`src/rtl/cache_arbiter.sv`:
```
// -----------------------------------------------------------------------------
// cache_arbiter
//
// Purpose:
//   Shares the single cacheline port of the cacheline adapter between the
//   instruction cache (read only) and the data cache (read/write). One client
//   is granted at a time. The granted address, direction and writeback line
//   are captured in registers. They are held toward the adapter until the
//   adapter's one-cycle mem_resp. That response, and the fill line on reads,
//   is returned to the granted client only.
//
// Ports:
//   clk, reset_n          clock (rising edge), asynchronous active-low reset
//   icache_read           I-cache fill request (level)
//   icache_address        I-cache line address
//   icache_line           fill data to I-cache, zero unless icache_resp
//   icache_resp           one-cycle completion to I-cache
//   dcache_read           D-cache fill request (level)
//   dcache_write          D-cache writeback request (level)
//   dcache_address        D-cache line address
//   dcache_line_i         D-cache writeback line
//   dcache_line_o         fill data to D-cache, zero unless dcache_resp
//   dcache_resp           one-cycle completion to D-cache
//   mem_read, mem_write   registered request toward the adapter
//   mem_address           registered address toward the adapter
//   mem_line_o            registered writeback line toward the adapter
//   mem_line_i            fill line from the adapter
//   mem_resp              one-cycle completion from the adapter
// -----------------------------------------------------------------------------
module cache_arbiter #(
   parameter int LINE_W     = 256,
   parameter int ADDR_W     = 32,
   parameter bit FIXED_PRIO = 1'b0
) (
   input  logic              clk,
   input  logic              reset_n,
   input  logic              icache_read,
   input  logic [ADDR_W-1:0] icache_address,
   output logic [LINE_W-1:0] icache_line,
   output logic              icache_resp,
   input  logic              dcache_read,
   input  logic              dcache_write,
   input  logic [ADDR_W-1:0] dcache_address,
   input  logic [LINE_W-1:0] dcache_line_i,
   output logic [LINE_W-1:0] dcache_line_o,
   output logic              dcache_resp,
   output logic              mem_read,
   output logic              mem_write,
   output logic [ADDR_W-1:0] mem_address,
   output logic [LINE_W-1:0] mem_line_o,
   input  logic [LINE_W-1:0] mem_line_i,
   input  logic              mem_resp
);

   typedef enum logic [1:0] {
      IDLE    = 2'd0,
      SERVE_I = 2'd1,
      SERVE_D = 2'd2
   } state_t;

   localparam logic GRANT_I = 1'b0;
   localparam logic GRANT_D = 1'b1;

   state_t            state;
   state_t            state_next;
   logic              last_grant;
   logic [ADDR_W-1:0] req_addr;
   logic [LINE_W-1:0] req_line;
   logic              req_we;
   logic              req_rd;

   logic              i_req;
   logic              d_req;
   logic              pick_d;
   logic              d_is_write;
   logic              start;
   logic              done;

   assign mem_address = req_addr;
   assign mem_line_o  = req_line;
   assign mem_read    = req_rd;
   assign mem_write   = req_we;

   // Request decode and arbitration among the two clients while idle.
   always_comb begin
      i_req      = icache_read;
      d_req      = dcache_read | dcache_write;
      // read and write together is illegal; it is treated as a write
      d_is_write = dcache_write;
      pick_d     = 1'b0;
      if (d_req && !i_req) begin
         pick_d = 1'b1;
      end else if (d_req && i_req) begin
         // tie: fixed priority favours D, otherwise the client not served last
         if (FIXED_PRIO) begin
            pick_d = 1'b1;
         end else begin
            pick_d = (last_grant == GRANT_I);
         end
      end else begin
         pick_d = 1'b0;
      end
   end

   // Next-state logic plus the combinational completion outputs.
   always_comb begin
      state_next    = state;
      start         = 1'b0;
      done          = 1'b0;
      icache_resp   = 1'b0;
      dcache_resp   = 1'b0;
      icache_line   = {LINE_W{1'b0}};
      dcache_line_o = {LINE_W{1'b0}};
      case (state)
         IDLE: begin
            // mem_resp here is spurious and deliberately ignored
            if (i_req || d_req) begin
               start      = 1'b1;
               state_next = pick_d ? SERVE_D : SERVE_I;
            end else begin
               state_next = IDLE;
            end
         end
         SERVE_I: begin
            if (mem_resp) begin
               done        = 1'b1;
               icache_resp = 1'b1;
               icache_line = mem_line_i;
               state_next  = IDLE;
            end else begin
               state_next = SERVE_I;
            end
         end
         SERVE_D: begin
            if (mem_resp) begin
               done        = 1'b1;
               dcache_resp = 1'b1;
               // a writeback completion returns no data
               if (req_we) begin
                  dcache_line_o = {LINE_W{1'b0}};
               end else begin
                  dcache_line_o = mem_line_i;
               end
               state_next = IDLE;
            end else begin
               state_next = SERVE_D;
            end
         end
         default: begin
            state_next = IDLE;
         end
      endcase
   end

   // State register.
   always_ff @(posedge clk or negedge reset_n) begin
      if (!reset_n) begin
         state <= IDLE;
      end else begin
         state <= state_next;
      end
   end

   // Transaction registers: captured on grant, cleared on completion so the
   // adapter sees a quiet IDLE cycle between transactions.
   always_ff @(posedge clk or negedge reset_n) begin
      if (!reset_n) begin
         req_addr   <= {ADDR_W{1'b0}};
         req_line   <= {LINE_W{1'b0}};
         req_we     <= 1'b0;
         req_rd     <= 1'b0;
         last_grant <= GRANT_I;
      end else if (start) begin
         req_addr <= pick_d ? dcache_address : icache_address;
         req_we   <= pick_d & d_is_write;
         req_rd   <= ~(pick_d & d_is_write);
         req_line <= (pick_d && d_is_write) ? dcache_line_i : {LINE_W{1'b0}};
      end else if (done) begin
         req_addr   <= {ADDR_W{1'b0}};
         req_line   <= {LINE_W{1'b0}};
         req_we     <= 1'b0;
         req_rd     <= 1'b0;
         last_grant <= (state == SERVE_D) ? GRANT_D : GRANT_I;
      end else begin
         req_addr   <= req_addr;
         req_line   <= req_line;
         req_we     <= req_we;
         req_rd     <= req_rd;
         last_grant <= last_grant;
      end
   end

endmodule
```
`config.mk`:
```
export PLATFORM = sky130hd
export DESIGN_NAME = cache_arbiter
export DESIGN_NICKNAME = d
export VERILOG_FILES = /design/src/rtl/cache_arbiter.sv
export SDC_FILE = /design/constraint.sdc
export NUM_CORES = 1
export LEC_CHECK = 0
export BUFFER_PORTS_ARGS = -buffer_cell sky130_fd_sc_hd__buf_2
export CAP_MARGIN = 25
export CELL_PAD_IN_SITES_DETAIL_PLACEMENT = 0
export CELL_PAD_IN_SITES_GLOBAL_PLACEMENT = 1
export CORE_AREA = 2 2 535 537
export DETAILED_ROUTE_END_ITERATION = 8
export DIE_AREA = 0 0 537 539
export GPL_TIMING_DRIVEN = 0
export PLACE_DENSITY_LB_ADDON = 0.05
export SYNTH_ARGS = -nofsm -noshare
export SYNTH_HDL_FRONTEND = slang
export SYNTH_SLANG_ARGS = --single-unit
export TNS_END_PERCENT = 30
```
`constraint.sdc`:
```
create_clock -name clk -period 2.6 [get_ports clk]
set_input_delay 0.65 -clock clk [delete_from_list [all_inputs] [get_ports clk]]
set_output_delay 0.65 -clock clk [all_outputs]
set_load 0.02 [all_outputs]
```
---- Word-level counts from Yosys, hierarchy flattened ----
Index checks and enable logic that the tools add are counted.
W data, S select, Z words.
operators by class
  equal/unequal tests ..................... 2
  bitwise operators ....................... 5
  muxes and demuxes ....................... 28
  reduce and logical (&&, ||, !) cells .... 9
operators by type and width
  cell                  count
  $mux W256             8
  $mux W32              3
  $mux W1               13
  $mux W2               3
  $pmux W2 S3           1
  $logic_and A1 B1 Y1   3
  $not A1 Y1            3
  $eq A2 B1 Y1 const B  1
  $eq A2 B2 Y1 const B  1
  $logic_not A2 Y1      1
  $reduce_and A2 Y1     1
  $reduce_bool A2 Y1    1
  $reduce_or A2 Y1      1
  $and A1 B1 Y1         1
  $logic_not A1 Y1      1
  $logic_or A1 B1 Y1    1
  $or A1 B1 Y1          1
word-level totals
  register bits ........................... 293
  output and inout bits ................... 804
  word-level logic and storage cells ...... 50

---- Logic depth before layout (Yosys ltp) ----
Gate-level depths: netlist of the first run.
  depth after elaboration ................. 7
  depth in mapped cells ................... 8

---- Worst setup path after synthesis of the first run ----
No wires, ideal clock.
  path kind ............................... input-to-output
  start point ............................. input port mem_resp
  end point ............................... output port dcache_line_o[215]
  buffers on the path ..................... 3
  arrival ................................. 1983 ps
  slack ................................... -33 ps
  cell stages on the path ................. 6
  required time ........................... 1950 ps
  path through ............................ buf_2 -> and2_1 -> nor2b_1 -> buf_1 -> clkbuf_1 -> and2_1
between the ends
  cells in the longest elaborated chain, start to end .. 2
ends and longest elaborated chain
  what             RTL line  RTL
  start, declared  52        input logic mem_resp
  $mux W256        135       if (mem_resp) begin
  $mux W256        114       case (state)
  end, declared    45        output logic [LINE_W-1:0] dcache_line_o,
No other way between the ends.

---- Worst setup path in the final report of the first run ----
  start point ............................. register state[0]
  end point ............................... output port dcache_line_o[76]
between the ends
  cells in the longest elaborated chain, start to end .. 2
ends and longest elaborated chain
  what                    RTL line  RTL
  start, declared         64        state_t state;
  start signal, assigned  160       state <= state_next;
  $eq A2 B2 Y1            114
  $mux W256               114
No other way between the ends.

==> out/qor.txt, run 1 <==
Peak VDD IR = 0.391 mV
Yosys reg bits = 293
Area growth syn-to-layout = 123%
Largest net degree at the start of global routing = 81
CTS root buf = clkbuf_16
CP cell instances = inv_2 > ha_4 > and2_4 > nor2b_4 > buf_4 > clkbuf_16 > clkbuf_16 > and2_1 > buf_4
Clk pwr share = 17.2%
Clock sink total = 293
Post-Syn Area per Cell = 11.0 um2
Die Y = 539 um
Final min period = 3.09 ns
Arr. time, crit path = 2.44 ns
Vias/cell = 2.69
Kind of end point of the critical path = output port
CP startpoint kind = flip-flop
Switching part of the total = 48.5%
Crit-path leading delay family = buffers and inverters
Routed vias = 17700
Hold Crit Class = input pin to flip-flop
Post-Syn Area = 14300 um2
Vias in the first global route = 19400
Outcome = finished with violations
HPWL Detailed = 164000 um
Setup Viol. Count Final = 615
I/O pin count = 1386
Cells after synthesis = 1303
Logic pwr share = 60.3%
Drt pass-1 iters = 4
Internal power = 0.0185 W
Final hold slack = 0.239 ns
Area leader, netlist = dfrtp_1
Worst Tran Pin Value = 0.810 ns
Die span in x = 537 um
Port Buffer Count = 1384
Clk_skew = 0.0274 ns
Buffers and inverters on the worst path = 5
Failing checks = setup timing
Clock-pin slew on the worst setup and hold paths = 0.06 ns
DRC Markers = 0
Final WS setup = -0.489 ns
Share of layout cells above drive strength 1 = 64.8%
Ranking of synthesized cells by area = dfrtp_1 51%, a22o_1 16%, and2_1 11%, and3_1 11%, clkbuf_1 2.9%
Rel. slew slack = 46.0%
Tot GR Track Use = 12.6%
Fin crit share = 119%
Flop pwr share = 22.5%
Die outline area = 289000 um2
Final Non-Filler Cells = 6602
Synth Warn # = 0
Site Rows = 196
Nets = 3371
Fmax = 0.324 GHz
First-pass GRT wire length = 235000 um
Syn nets = 1889
Yosys cell types = 25
Total Power = 0.0360 W
Worst Path Max Fanout = 10
Post-layout util = 11.2%
GP Congestion = 0.767
Starting Density = 5.03%
Share of the synthesized area in the top cell type = 51.3%
H-tree levels = 2
Initial drt markers = 654
Commonest non-fill, non-tap cells in the layout = 1084 x buf_2, 292 x dfrtp_1, 256 x a22o_1
Commonest non-fill, non-tap cell in the layout = buf_2
DP Cell Count = 6455
PwrDens = 1130 nW/um2
Sequential fraction of the synthesis area = 51.3%
RSZ-0062 raised after global routing = yes
Core ar. = 284000 um2
Slowest cell on crit path = dfrtp_2
CTS buffer count = 45
CTS tree = done
Slew Viols, Final = 0
Critical path's largest stage delay = 0.41 ns
Critical Path RT = 1.95 ns
Final Hold Viols = 0
Drt total wl = 190000 um
Initial antenna violation count = 223
MaxCap Viol Count = 0
DP Worst Slack = -1.52 ns
Clk Latency, worst-skew pair = 0.62 ns
Leak = 16.1 nW
Total gr overflow = 0
Net Switching = 0.0175 W
Max clock buf depth = 3
Final ANT Viol Nets = 0
Avg WL per Cell = 28.8 um
Type of the worst setup path = flip-flop to output port
## power by group through the flow
stage                     registers (W)  clock network, W  logic, W
after CTS                       0.00812           0.00666    0.0222
final                           0.00809           0.00618    0.0217
after floorplan                  0.0108                 0   0.00656
after detailed placement        0.00803                 0    0.0195
after global placement          0.00823                 0    0.0196
after global routing            0.00843           0.00676    0.0234
## Yosys cell counts, drive strengths merged
| master | n |
|---|---|
| inv | 4 |
| mux2i | 32 |
| nand3 | 1 |
| nor2b | 1 |
| a22o | 256 |
| and2 | 259 |
| dfrtp | 293 |
| clkbuf | 111 |
| and3 | 256 |
| a2bb2oi | 1 |
| o2bb2ai | 33 |
| a21oi | 3 |
| mux2 | 1 |
| ha | 4 |
| nor2 | 1 |
| nand2b | 1 |
| nand2 | 4 |
| o31ai | 1 |
| buf | 40 |
| a21o | 1 |
## registers in the layout (all words and copies together), names as in the netlist
name / count
mem_line_o: 256
mem_read: 1
last_grant: 1
mem_write: 1
state: 2
mem_address: 32
## final timing paths
| path | start | endpoint | slack [ns] | cells past startpoint |
|---|---|---|---|---|
| setup reg to reg | state[1] | mem_line_o[249] | -0.22 | 8 |
| min in group asynchronous | reset_n | mem_line_o[126] | 0.61 | 2 |
| max in group asynchronous | reset_n | last_grant | 0.46 | 4 |
| hold reg to reg | mem_address[8] | mem_address[8] | 0.48 | 1 |
| setup / recovery | state[0] | dcache_line_o[76] | -0.49 | 9 |
| hold / removal | dcache_line_i[194] | mem_line_o[194] | 0.24 | 2 |
## layer usage
metal	vias to the layer above	GRT usage, %	wire length [um]
met4	118	2.26	4600
met1	8318	10.8	57500
met5	-	0	706
li1	7714	-	-
met2	1119	25.1	105000
met3	463	6.77	23000
## area by class of cell
| type | count | area [um2] |
|---|---|---|
| diodes | 27 | 67.6 |
| plain buffers | 150 | 1550 |
| clock buffers | 68 | 1300 |
| clock inverters | 7 | 88.8 |
| fillers | 32900 | 252000 |
| inverters | 4 | 15.0 |
| multi-input cells | 855 | 6980 |
| flip-flops and latches | 293 | 7330 |
| well taps | 3762 | 4710 |
| repair buffers | 1436 | 9800 |
## logic make-up (layout without fill, tap and decap cells)
group	count (synthesis)	in the layout	synth area share (%)
buffers and inverters	155	1665	5.11
multiplexers	33	33	2.32
adder cells (fa/ha/maj)	4	4	0.350
AO/OA/AOI/OAI	295	295	18.1
AND/OR/NAND/NOR	523	523	22.8
other	0	27	0
flip-flops	293	293	51.3
## stage by stage
| step | TNS [ns] | cell area (um2) |
|---|---|---|
| finish | -207.62 | 31800 |
| global placement | -3081.44 | 25900 |
| global route | -324.46 | 31800 |
| detailed placement | -764.92 | 26100 |
| CTS | -338.50 | 31000 |
| floorplan | 0 | 14300 |
## what timing repair did
| action | CTS | global route |
|---|---|---|
| pin swaps | 48 | 19 |
| gates resized for setup | 857 | 229 |
| hold buffers | 1 | 0 |
| endpoints found under the hold margin | 2 | 0 |
| cloned | 19 | 5 |
| endpoints found under the setup margin | 804 | 783 |
| buffers inserted | 17 | 5 |
Power figures use the tool's default switching activity.
==> inputs of run 2 (changes only) <==
- CORE_AREA: 2 2 535 537 -> 2 2 546 548
- DIE_AREA: 0 0 537 539 -> 0 0 548 550
- clock period: 2.6 -> 3.79 ns (I/O delays scaled with it)
==> run 2 against run 1 <==
The run now ends clean. Setup slack improved by 0.67 ns. Sequential power down 31%. First-iteration DRC count decreased by 2.9%. Final cell count is 2.4% higher. Via count is 1.8% lower. Global-route usage decreased by 1.0 points. Critical endpoint is now icache_line[54].
==> out/qor.txt, run 2 (synthesized netlist as in run 1, its figures left out) <==
Outcome = finished clean
Tot GR Track Use = 11.6%
Total gr overflow = 0
Final ANT Viol Nets = 0
Final hold slack = 0.150 ns
Routed vias = 17400
CP startpoint kind = flip-flop
Flop pwr share = 24.5%
Filler cell count = 34700
HPWL Detailed = 161000 um
First-pass GRT wire length = 225000 um
CTS tree = done
Commonest non-fill, non-tap cell in the layout = buf_2
H-tree levels = 2
Clk Latency, worst-skew pair = 0.61 ns
Crit-path leading delay family = buffers and inverters
Clock sink total = 293
Clock-pin slew on the worst setup and hold paths = 0.06 ns
CTS buffer count = 45
Die outline area = 301000 um2
Final min period = 3.60 ns
Arr. time, crit path = 2.66 ns
MaxCap Viol Count = 0
Largest net degree at the start of global routing = 74
Final Hold Viols = 0
Initial antenna violation count = 214
Setup Viol. Count Final = 0
GP Congestion = 0.747
CP cell instances = inv_1 > ha_4 > clkbuf_4 > clkbuf_1 > and3_1 > buf_2
CTS Hold Bufs = 0
Critical Path RT = 2.84 ns
Switching part of the total = 50.8%
Buffers and inverters on the worst path = 4
Avg WL per Cell = 27.0 um
Drt pass-1 iters = 5
Worst Tran Pin Value = 0.900 ns
Logic pwr share = 56.1%
Rel. slew slack = 40.0%
Fin crit share = 95.1%
Hold Crit Class = input pin to asynchronous set/reset pin
FF+latch area = 7330 um2
Worst Path Max Fanout = 10
Starting Density = 4.84%
Port Buffer Count = 1384
Number of flip-flops in the largest register = 256
Core ar. = 296000 um2
Site Rows = 200
Slew Viols, Final = 0
Critical path's largest stage delay = 0.41 ns
Internal power = 0.0112 W
Kind of end point of the critical path = output port
Area growth syn-to-layout = 97.8%
Nets = 3327
Slowest cell on crit path = dfrtp_1
Net Switching = 0.0115 W
Vias/cell = 2.57
Peak VDD IR = 0.285 mV
Clk_skew = 0.0271 ns
Share of layout cells above drive strength 1 = 56.0%
Die span in x = 548 um
Fmax = 0.277 GHz
Multi-input logic area = 6270 um2
Max clock buf depth = 3
PwrDens = 802 nW/um2
Leak = 15.2 nW
Commonest non-fill, non-tap cells in the layout = 1345 x buf_2, 293 x dfrtp_1, 256 x and3_1, 256 x a22o_1, 254 x and2_1
RSZ-0062 raised after global routing = yes
Setup Buffers After CTS = 0
Vias in the first global route = 18900
CTS root buf = clkbuf_16
Die Y = 550 um
Post-layout util = 9.57%
I/O pin count = 1386
Initial drt markers = 635
Type of the worst setup path = flip-flop to output port
Drt total wl = 183000 um
DRC Markers = 0
Clk pwr share = 19.5%
==> run 2: cell count changes in the layout (fill, tap and decap cells not counted), sizes merged <==
cell         before   now
buf            1448  1418
diode            27    46
clkbuf          205   189
clkinv            4    10
clkinvlp          1     3
inv               5     7
dlygate4sd3       1     0
==> run 2: timing repair <==
item | CTS | global route
endpoints found under the setup margin | 513 | 125
resized for setup | 114 | 48
endpoints found under the hold margin | 0 | 0
==> run 2: layout make-up <==
class / instances / area share (%)
inverters: 4 / 0.0531
clock buffers: 65 / 4.75
clock inverters: 17 / 0.549
flip-flops and latches: 293 / 25.9
repair buffers: 1391 / 25.6
well taps: 3939 / 17.4
diodes: 46 / 0.407
multi-input cells: 855 / 22.2
plain buffers: 151 / 3.18
==> run 2: final timing paths <==
path,startpoint,to,slack (ns),cells after the start
setup / recovery,state[1],icache_line[54],0.19,6
hold / removal,reset_n,mem_line_o[123],0.15,1
setup reg to reg,state[1],mem_line_o[204],0.53,7
hold reg to reg,mem_address[27],mem_address[27],0.48,1
max in group asynchronous,reset_n,mem_line_o[235],2.01,4
min in group clk,mem_address[27],mem_address[27],0.48,1
==> run 2: layer usage <==
layer / part of all wire [%] / up-vias / global-route usage [%]
li1: - / 7648 / -
met1: 31 / 8155 / 10.3
met2: 54 / 1074 / 22.5
met3: 12 / 416 / 6.44
met4: 2.3 / 116 / 2.09
met5: 0.40 / - / 0
==> run 2: metrics by stage <==
step	power, W	instance area [um2]	worst slack [ns]	setup TNS, ns	std cells
floorplan	0.0119	14300	0.562	0	1303
global placement	0.0191	26200	-6.63	-2217.49	6626
detailed placement	0.0188	26300	-1.19	-183.53	6633
CTS	0.0237	28100	-0.0521	-0.251	6715
global route	0.0244	28200	-0.0158	-0.122	6722
finish	0.0227	28300	0.185	0	6761
==> run 2: power groups by stage <==
stage                     clock [W]  combinational (W)  sequential (W)
after floorplan                   0            0.00450         0.00740
after global placement            0             0.0134         0.00566
after detailed placement          0             0.0133         0.00553
after CTS                   0.00475             0.0134         0.00559
after global routing        0.00480             0.0139         0.00579
final                       0.00442             0.0127         0.00556
==> inputs of run 3 (changes only) <==
- ABC_AREA: default -> 1
- CORE_AREA: 2 2 546 548 -> 2 2 532 534
- DIE_AREA: 0 0 548 550 -> 0 0 534 536
- PLACE_DENSITY: default -> 0.3
- PLACE_DENSITY_LB_ADDON: 0.05 -> default
==> run 3 against run 2 <==
The run now ends with setup timing left. Sequential power fell by 3%. Combinational power grew 6%. Setup slack got worse by 0.24 ns. Register-to-register slack better by 0.67 ns. Flip-flop and latch count unchanged. Die area decreased by 5.0%. Highest routed layer unchanged. Design area rose by 5.1%. Area after synthesis is 14% higher. Worst hold slack better by 0.053 ns. Critical endpoint is now dcache_line_o[121]. Via count increased by 31%.
==> out/qor.txt, run 3 <==
Critical Path RT = 2.84 ns
Core ar. = 281000 um2
Nets = 4274
Final Non-Filler Cells = 7580
Port Buffer Count = 1385
Post-Syn Area = 16200 um2
Type of the worst setup path = input pin to output port
HPWL Detailed = 209000 um
Worst reg2reg path startpoint = last_grant
Max clock buf depth = 3
Clk pwr share = 17.5%
GP Congestion = 0.916
Fin crit share = 102%
RSZ-0062 raised after global routing = yes
Die span in x = 534 um
DRC Markers = 0
Syn nets = 2838
Slowest cell on crit path = nor2_1
Failing checks = setup timing
Synth Warn # = 0
Filler cell count = 33400
Synth Area in Adders = 0.308%
Die outline area = 286000 um2
Sequential fraction of the synthesis area = 45.2%
Largest family of logic cells by synthesized area = simple AND/OR/NAND/NOR gates
Ranking of synthesized cells by area = dfrtp_1 45%, nor2_1 12%, nand3_1 8.5%, nand2_1 7.8%, inv_1 6.9%
Commonest non-fill, non-tap cell in the layout = buf_2
Clk Latency, worst-skew pair = 0.62 ns
Synth Area in Compound Gates = 8.82%
H-tree levels = 2
Primary FF master, synth = dfrtp_1
Net Switching = 0.0127 W
Clock sink total = 293
PwrDens = 769 nW/um2
Switching part of the total = 55.6%
I/O pin count = 1386
Reg2reg end = mem_line_o[205]
Routed vias = 22800
Largest net degree at the start of global routing = 86
Top Metal Used = met5
Number of flip-flops in the largest register = 256
Commonest non-fill, non-tap cells in the layout = 1430 x buf_2, 505 x nor2_1, 335 x nand2_1
Outcome = finished with violations
MaxCap Viol Count = 0
Final WS setup = -0.0585 ns
Reg2Reg Depth = 5
Tot GR Track Use = 15.5%
WL met3 = 25000 um
Internal power = 0.0101 W
CTS Hold Bufs = 0
Drt pass-1 iters = 5
Fmax = 0.260 GHz
Vias in the first global route = 22800
Share of the synthesized area in the top cell type = 45.2%
Leak = 16.1 nW
Final Hold Viols = 0
Mux cell area share after synthesis = 0%
Post-layout util = 10.6%
Worst Tran Pin Value = 0.956 ns
Avg WL per Cell = 30.6 um
Logic pwr share = 58.8%
Placed Area = 28000 um2
Starting Density = 5.78%
Initial antenna violation count = 255
Post-synth top cells = 513 x nor2_1, 337 x nand2_1, 297 x inv_1
Worst Path Max Fanout = 10
Vias/cell = 3.01
Count leader, synth = nor2_1
Buffers and inverters on the worst path = 5
Met1 Wirelength = 89500 um
Yosys reg bits = 293
Post-Synth XOR/XNOR Area = 0%
Die Y = 536 um
Share of layout cells above drive strength 1 = 44.8%
Total gr overflow = 0
CTS root buf = clkbuf_16
CTS buffer count = 41
R2r setup slk = 1.20 ns
Critical path's largest stage delay = 0.46 ns
Cells after synthesis = 2252
DP Cell Count = 7388
Initial drt markers = 1325
Peak VDD IR = 0.249 mV
Drt total wl = 232000 um
Slew Viols, Final = 0
CP startpoint kind = input pin
Clk_skew = 0.0425 ns
Hold Crit Class = input pin to asynchronous set/reset pin
Clock-pin slew on the worst setup and hold paths = 0.06 ns
Yosys cell types = 25
CP cell instances = buf_2 > inv_1 > nor2_1 > nand2_4 > clkbuf_2 > clkbuf_2 > nor2_1 > buf_2
CTS tree = done
Post-Syn Area per Cell = 7.21 um2
Kind of end point of the critical path = output port
Final ANT Viol Nets = 0
Setup Viol. Count Final = 4
Area leader, netlist = dfrtp_1
Arr. time, crit path = 2.90 ns
Async SR Flop Fraction = 100%
Post-synth EDFFs = 0
Met2 WL post-DR = 108000 um
Site Rows = 195
Final instance area = 29700 um2
DP Worst Slack = -0.778 ns
Post-Synth Simple-Gate Area = 32.8%
First-pass GRT wire length = 283000 um
Crit-path leading delay family = buffers and inverters
Flop pwr share = 23.7%
Area growth syn-to-layout = 83.1%
Final min period = 3.85 ns
Rel. slew slack = 36.2%
run 3: changes by cell type in the layout (fill, tap and decap cells not counted), sizes merged, moves of 59 or more:
cell,change
nor2,+513
nand2,+335
nand3,+323
inv,+294
and2,-259
a22o,-256
and3,-256
o21ai,+256
diode,+79
buf,+59
run 3: area by class of cell:
cell class | count | area [um2] | area share, %
timing repair buffer | 1393 | 7110 | 23.9
sequential | 293 | 7330 | 24.7
tap | 3743 | 4680 | 15.8
clock buffer | 59 | 1190 | 4.02
clock inverter | 8 | 101 | 0.341
inverter | 299 | 1120 | 3.78
antenna | 125 | 313 | 1.05
multi-input combinational | 1472 | 6840 | 23.0
buffer | 188 | 1020 | 3.44
run 3: worst max path at each step:
stage / from / end / cells past startpoint
floorplan: mem_resp / dcache_line_o[100] / 6
global placement: reset_n / mem_line_o[226] / 1
detailed placement: mem_resp / dcache_line_o[130] / 8
CTS: state[0] / dcache_line_o[120] / 7
global route: state[0] / dcache_line_o[115] / 7
finish: mem_resp / dcache_line_o[121] / 8
run 3: per-stage QoR:
stage	hold WS, ns	power, W	setup TNS, ns
final	0.203	0.0228	-0.0917
after global routing	0.186	0.0245	-1.11
after CTS	0.161	0.0236	-0.810
after detailed placement	0.493	0.0194	-196.66
after global placement	0.490	0.0194	-1883.54
after floorplan	0.484	0.0119	0
run 3: timing repair:
action / 4_1_cts / 5_1_grt
setup buffers: 0 / 0
endpoints found under the setup margin: 507 / 29
resized for setup: 44 / 15
run 3: layer usage:
layer  up-vias  GRT usage (%)
li1      10000              -
met1     10900           17.4
met2      1329           26.3
met3       458           7.44
met4        94           3.45
met5         -              0
run 3: logic make-up (layout without fill, tap and decap cells):
kind of cell	after synthesis	count (layout)
other	0	125
buffers and inverters	487	1947
flip-flops	293	293
adder cells (fa/ha/maj)	4	4
AND/OR/NAND/NOR	1209	1209
AO/OA/AOI/OAI	259	259
run 3: power by group through the flow:
stage	clock (W)	sequential, W	combinational (W)
4_1_cts	0.00423	0.00546	0.0139
5_1_grt	0.00434	0.00561	0.0145
2_1_floorplan	0	0.00706	0.00488
3_5_place_dp	0	0.00549	0.0139
3_3_place_gp	0	0.00546	0.0139
6_report	0.00400	0.00542	0.0134
